--- config.mk ---
export PLATFORM = sky130hd
export DESIGN_NAME = tt_um_hoene_manchester_decoder
export DESIGN_NICKNAME = d
export VERILOG_FILES = /design/src/rtl/tt_um_hoene_manchester_decoder.sv
export SDC_FILE = /design/constraint.sdc
export NUM_CORES = 1
export LEC_CHECK = 0
export ABC_AREA = 1
export CAP_MARGIN = 0
export CORE_ASPECT_RATIO = 1.75
export CORE_MARGIN = 1.5
export CORE_UTILIZATION = 58
export DETAILED_ROUTE_END_ITERATION = 12
export PLACE_DENSITY = 0.8
export SYNTH_ARGS = -nofsm -noshare
export SYNTH_HDL_FRONTEND = slang
export SYNTH_SLANG_ARGS = --single-unit
--- constraint.sdc ---
create_clock -name clk -period 1.83 [get_ports clk]
set_input_delay 0.2745 -clock clk [delete_from_list [all_inputs] [get_ports clk]]
set_output_delay 0.2745 -clock clk [all_outputs]
set_load 0.01 [all_outputs]
--- src/rtl/tt_um_hoene_manchester_decoder.sv ---
// Purpose : two-line Manchester receiver; locks to din or bin and emits bit strobes with word index.
// Latency : a pin edge sampled at cycle k acts at k+3 (k+4 when GLITCH_FILTER_EN is defined).
// Backpressure: none; the output strobe is fire-and-forget, consumer must keep up every bit.
//
// Build option GLITCH_FILTER_EN: adds a 3-sample majority filter behind each synchronizer.

module tt_um_hoene_manchester_decoder #(
    parameter int HALF_BIT    = 8,   // clk cycles per Manchester half-bit
    parameter int IDLE_CYCLES = 64,  // quiet cycles required before a start is accepted
    parameter int CNT_W       = 8    // width of the timing counters
) (
    input  logic       clk,
    input  logic       rst_n,
    input  logic       din,
    input  logic       bin,
    output logic       out_data,
    output logic       out_clk,
    output logic       out_sync,
    output logic [4:0] bit_counter,
    output logic       in0selected,
    output logic       frame_error
);

    // Acceptance window for a mid-bit edge, measured from the previous mid-bit edge.
    localparam logic [CNT_W-1:0] LO_T   = CNT_W'(3 * HALF_BIT / 2);
    localparam logic [CNT_W-1:0] HI_T   = CNT_W'(5 * HALF_BIT / 2);
    localparam logic [CNT_W-1:0] IDLE_T = CNT_W'(IDLE_CYCLES);

    typedef enum logic [1:0] {
        ST_IDLE  = 2'd0,
        ST_ARMED = 2'd1,
        ST_SYNC  = 2'd2
    } state_t;

    // Bit 0 carries din, bit 1 carries bin through the whole input stage.
    logic [1:0] pin;
    logic [1:0] meta_q;
    logic [1:0] sync_q;
    logic [1:0] filt;
    logic [1:0] lvl_q;
    logic [1:0] edge_q;

    assign pin = {bin, din};

    // Two-flop synchronizer for both asynchronous serial lines.
    always_ff @(posedge clk) begin
        if (!rst_n) begin
            meta_q <= 2'b00;
            sync_q <= 2'b00;
        end else begin
            meta_q <= pin;
            sync_q <= meta_q;
        end
    end

`ifdef GLITCH_FILTER_EN
    logic [1:0] hist1_q;
    logic [1:0] hist2_q;

    // Sample history for the majority vote; a one-cycle pulse never wins two of three.
    always_ff @(posedge clk) begin
        if (!rst_n) begin
            hist1_q <= 2'b00;
            hist2_q <= 2'b00;
        end else begin
            hist1_q <= sync_q;
            hist2_q <= hist1_q;
        end
    end

    assign filt = (sync_q & hist1_q) | (sync_q & hist2_q) | (hist1_q & hist2_q);
`else
    assign filt = sync_q;
`endif

    // Registered level and edge detect; lvl_q is the post-edge level whenever edge_q is set.
    always_ff @(posedge clk) begin
        if (!rst_n) begin
            lvl_q  <= 2'b00;
            edge_q <= 2'b00;
        end else begin
            lvl_q  <= filt;
            edge_q <= filt ^ lvl_q;
        end
    end

    logic [CNT_W-1:0] idle_cnt_q;

    // Quiet-line counter: any high level restarts it, saturates at the idle threshold.
    always_ff @(posedge clk) begin
        if (!rst_n) begin
            idle_cnt_q <= '0;
        end else if (|lvl_q) begin
            idle_cnt_q <= '0;
        end else if (idle_cnt_q != IDLE_T) begin
            idle_cnt_q <= idle_cnt_q + 1'b1;
        end
    end

    state_t           state_q, state_d;
    logic [CNT_W-1:0] t_q, t_d;
    logic             sel_q, sel_d;       // 1 = din owns the frame
    logic             bnd_q, bnd_d;       // a boundary edge was already seen this bit
    logic             first_q, first_d;   // no data bit reported yet in this frame
    logic             data_q, data_d;
    logic             strobe_q, strobe_d;
    logic             insync_q, insync_d;
    logic [4:0]       bitcnt_q, bitcnt_d;
    logic             ferr_q, ferr_d;

    logic             sel_edge;
    logic             sel_lvl;

    assign sel_edge = sel_q ? edge_q[0] : edge_q[1];
    assign sel_lvl  = sel_q ? lvl_q[0]  : lvl_q[1];

    // FSM and datapath registers.
    always_ff @(posedge clk) begin
        if (!rst_n) begin
            state_q  <= ST_IDLE;
            t_q      <= '0;
            sel_q    <= 1'b0;
            bnd_q    <= 1'b0;
            first_q  <= 1'b0;
            data_q   <= 1'b0;
            strobe_q <= 1'b0;
            insync_q <= 1'b0;
            bitcnt_q <= 5'd0;
            ferr_q   <= 1'b0;
        end else begin
            state_q  <= state_d;
            t_q      <= t_d;
            sel_q    <= sel_d;
            bnd_q    <= bnd_d;
            first_q  <= first_d;
            data_q   <= data_d;
            strobe_q <= strobe_d;
            insync_q <= insync_d;
            bitcnt_q <= bitcnt_d;
            ferr_q   <= ferr_d;
        end
    end

    // Next-state logic: start detection, mid-bit classification and frame termination.
    always_comb begin
        state_d  = state_q;
        t_d      = t_q;
        sel_d    = sel_q;
        bnd_d    = bnd_q;
        first_d  = first_q;
        data_d   = data_q;
        strobe_d = 1'b0;
        insync_d = insync_q;
        bitcnt_d = bitcnt_q;
        ferr_d   = 1'b0;

        case (state_q)
            ST_IDLE: begin
                insync_d = 1'b0;
                if (idle_cnt_q == IDLE_T) begin
                    state_d = ST_ARMED;
                end
            end

            ST_ARMED: begin
                // The start edge is the mid-bit of a start bit that is never reported.
                if ((edge_q[0] && lvl_q[0]) || (edge_q[1] && lvl_q[1])) begin
                    sel_d    = edge_q[0] && lvl_q[0];
                    insync_d = 1'b1;
                    t_d      = '0;
                    bnd_d    = 1'b0;
                    first_d  = 1'b1;
                    state_d  = ST_SYNC;
                end
            end

            ST_SYNC: begin
                if (sel_edge && (t_q < LO_T)) begin
                    if (bnd_q) begin
                        // Two edges inside one early window cannot be Manchester.
                        insync_d = 1'b0;
                        ferr_d   = 1'b1;
                        state_d  = ST_IDLE;
                    end else begin
                        bnd_d = 1'b1;
                        t_d   = t_q + 1'b1;
                    end
                end else if (sel_edge) begin
                    // Frame ends at HI, so any edge reaching here lies inside [LO, HI].
                    data_d   = sel_lvl;
                    strobe_d = 1'b1;
                    t_d      = '0;
                    bnd_d    = 1'b0;
                    first_d  = 1'b0;
                    bitcnt_d = first_q ? 5'd0 : bitcnt_q + 5'd1;
                end else if (t_q == HI_T) begin
                    // Missing mid-bit edge: the frame is over; only whole words are clean.
                    insync_d = 1'b0;
                    ferr_d   = first_q || (bitcnt_q != 5'd31);
                    state_d  = ST_IDLE;
                end else begin
                    t_d = t_q + 1'b1;
                end
            end

            default: begin
                insync_d = 1'b0;
                state_d  = ST_IDLE;
            end
        endcase
    end

    assign out_data    = data_q;
    assign out_clk     = strobe_q;
    assign out_sync    = insync_q;
    assign bit_counter = bitcnt_q;
    assign in0selected = sel_q;
    assign frame_error = ferr_q;

endmodule
==> metrics.cfg <==
[status]
status=finished clean

[final_layout]
finalNonFillerCells=334
area_delta_synth_final_pct=13.9
multi_input_area_sq_mm=0.00104
ff_latch_area_sq_um=761
fin_area_sq_mm=0.00227
fillers=291
final_nets=302
antenna_cells=0
drive_above_1_share_pct=12.8

[routing]
drt-total-wl_um=4020
antenna_left=0
drt_iter0_drc=24
wl_met1_um=1470
detail_route.first_pass.iterations=4
top_layer_used=met4
wl_met2_um=2370
wl_met3_um=62
wl_per_cell_um=12.0
vias=1676
drcViolationCount=0
viasPerCell=5.02

[critical_path]
r2r_end=t_q[6]
path_class=register to output pin
slowest_delay_ns=0.59
critical_path.slowest_cell=clkdlybuf4s50_1
critical-path-top-delay-family=buffers and inverters
path_max_fanout=6
r2r-start=state_q[0]
cp.arrival_ns=1.37
critPathLaunchType=register
ff2ff_setup_slack_ns=0.22
crit_buf_inv=1
critical_path_required_ns=1.56
rr_worst_depth=11
path_cells=clkdlybuf4s50_1
end_kind=output pin

[global_route]
globalRouteTotalUtil_pct=24.0
grt-ovfl-total=0
grt_pass1_vias=1554
grt_max_degree=17
antenna_found_initial=0
grt_pass1_wl_um=6400

[synth]
synth_cells=268
synth_top_area_share_pct=38.2
synth_nets=282
synth.area.top_cells=dfxtp_1 38%, nand2_1 10%, inv_1 6.8%
syn_avg_cell_area_sq_um=7.43
netlist_area_sq_mm=0.00199
synth_cell_type_count=36
yosys.area.top_type=dfxtp_1
ys_seq_area_share_pct=38.2
synth_seq_cells=38
synth_warnings=0

[sta]
clock.fmax_ghz=0.607
relSlewSlack_pct=75.5
fin_crit_sh_pct=90.1
finalClockSkew_ns=0.00439
rsz0062_at_grt=false
tightest_slew_ns=0.365
finalMaxSlewViolations=0
min_period_ns=1.65
finalHoldViolCount=0
worst_slack_ns=0.182
setup_viol=0
setup-tns-final_ns=0

[clock_tree]
insertion_delay_ns=0.29
h-tree-depth=2
cts_resized=0
cts.sink_count=38
numCtsBuffers=5
cts_root_buf=clkbuf_8
clkTransAtPathRegs_ns=0.07
cts_buffer_depth=2
cts_tree=yes
cts_setup_buffers=0
hold_buffers=0

[die]
dieArea_sq_mm=0.00381
io_pins=14
die_w_um=47.3
start_util_pct=59.8
rows=28
core_sq_mm=0.00333
dieHeight_um=80.5

[min_path]
worstHoldEndpoint=filt[0]
min_from=meta_q[0]
whs_path_depth=2
hold_class=register to register

[flow_run]
maxCapViolations=0

[power]
cellLeakagePower_nw=1.03
ir_drop_v=0.000606
power.density_mw_per_mm2=1020

[placed_design]
placedCellCount=326
dpl_worst_slack_ns=0.146
gp_congestion=0.912
io_buffers=13
hpwl_um=3170
placed_cell_area_sq_mm=0.00218

[layer usage]
layer / vias to the layer above / track usage (%)
met5: - / 0
met4: 0 / 11.1
met3: 9 / 4.72
met2: 12 / 47.7
met1: 769 / 19.6
li1: 886 / -
[placed cells by master (no fill, tap or decap), types with 2 or more instances in the layout]
| cell type | instances |
|---|---|
| o21ai_0 | 12 |
| a21oi_1 | 11 |
| clkdlybuf4s50_1 | 13 |
| nand2_2 | 4 |
| nor2_4 | 2 |
| nand2_1 | 54 |
| nand3_1 | 18 |
| a21o_1 | 2 |
| clkbuf_8 | 6 |
| nand4_1 | 6 |
| buf_4 | 3 |
| xor2_1 | 5 |
| a21oi_2 | 2 |
| dfxtp_1 | 38 |
| nand3_2 | 3 |
| inv_1 | 36 |
| nor2_2 | 4 |
| nor2_1 | 32 |
| o21ai_2 | 2 |
| ha_1 | 10 |
| clkinv_2 | 2 |
| xnor2_1 | 3 |
| inv_2 | 3 |
| nor3_1 | 5 |
[flip-flops by register name, indices dropped and copies added (netlist names)]
signal and flops:
frame_error 1, first_q 1, bit_counter 5, out_data 1
bnd_q 1, filt 2, lvl_q 2, t_q 8
in0selected 1, idle_cnt_q 8, edge_q 2, meta_q 2
state_q 2, out_clk 1, out_sync 1
[worst register-to-register path, delay by kind of cell, from the launching register on]
family / cells / cell delay, ns
adder cells (fa/ha/maj): 1 / 0.29
buffers and inverters: 4 / 0.37
flip-flops: 1 / 0.32
AND/OR/NAND/NOR: 6 / 0.53
[how the worst max path moves through the flow]
stage / start / to / slack [ns] / depth (start not counted)
floorplan: state_q[0] / t_q[6] / 0.37 / 11
global placement: rst_n / idle_cnt_q[0] / 0.18 / 6
detailed placement: rst_n / idle_cnt_q[0] / 0.15 / 6
CTS: in0selected / in0selected / 0.17 / 1
global route: state_q[0] / t_q[6] / 0.04 / 11
finish: in0selected / in0selected / 0.18 / 1
[metrics by stage]
stage	hold WS [ns]	power, W	utilization, %
6_report	0.414	0.00231	68.2
5_1_grt	0.443	0.00245	68.2
4_1_cts	0.416	0.00233	68.2
3_5_place_dp	0.399	0.00173	65.4
3_3_place_gp	0.394	0.00172	65.4
2_1_floorplan	0.372	0.00157	-
[cells in the mapped netlist (all sizes together)]
master,count
inv,39
mux2i,1
nand4,6
or2,2
nor3b,2
nor3,6
o21bai,1
xor2,5
a21oi,13
xnor2,3
nand3,21
nand2,60
nor2,38
a21o,2
buf,3
ha,10
o21ai,14
clkinv,3
dfxtp,38
o21a,1
[report_power, final]
group          switching, W  leakage [nW]  internal (W)
logic              0.000487         0.668      0.000269
clock network      0.000282        0.0482      0.000304
registers         0.0000590         0.309      0.000905
[final cells by class]
class / instances / share of cell area [%]
Multi-Input combinational cell: 185 / 46.0
Sequential cell: 38 / 33.5
Inverter: 42 / 7.23
Timing Repair Buffer: 16 / 6.73
Clock buffer: 7 / 3.81
Tap cell: 45 / 2.48
Clock inverter: 1 / 0.221
[cell families after synthesis]
| group | after synthesis | synth area share (%) |
|---|---|---|
| buffers and inverters | 45 | 9.42 |
| adder cells (fa/ha/maj) | 10 | 6.28 |
| AND/OR/NAND/NOR | 135 | 33.0 |
| multiplexers | 1 | 0.503 |
| flip-flops | 38 | 38.2 |
| AO/OA/AOI/OAI | 31 | 9.05 |
| XOR/XNOR | 8 | 3.52 |
Note: power is estimated with default switching activity, not from simulation.
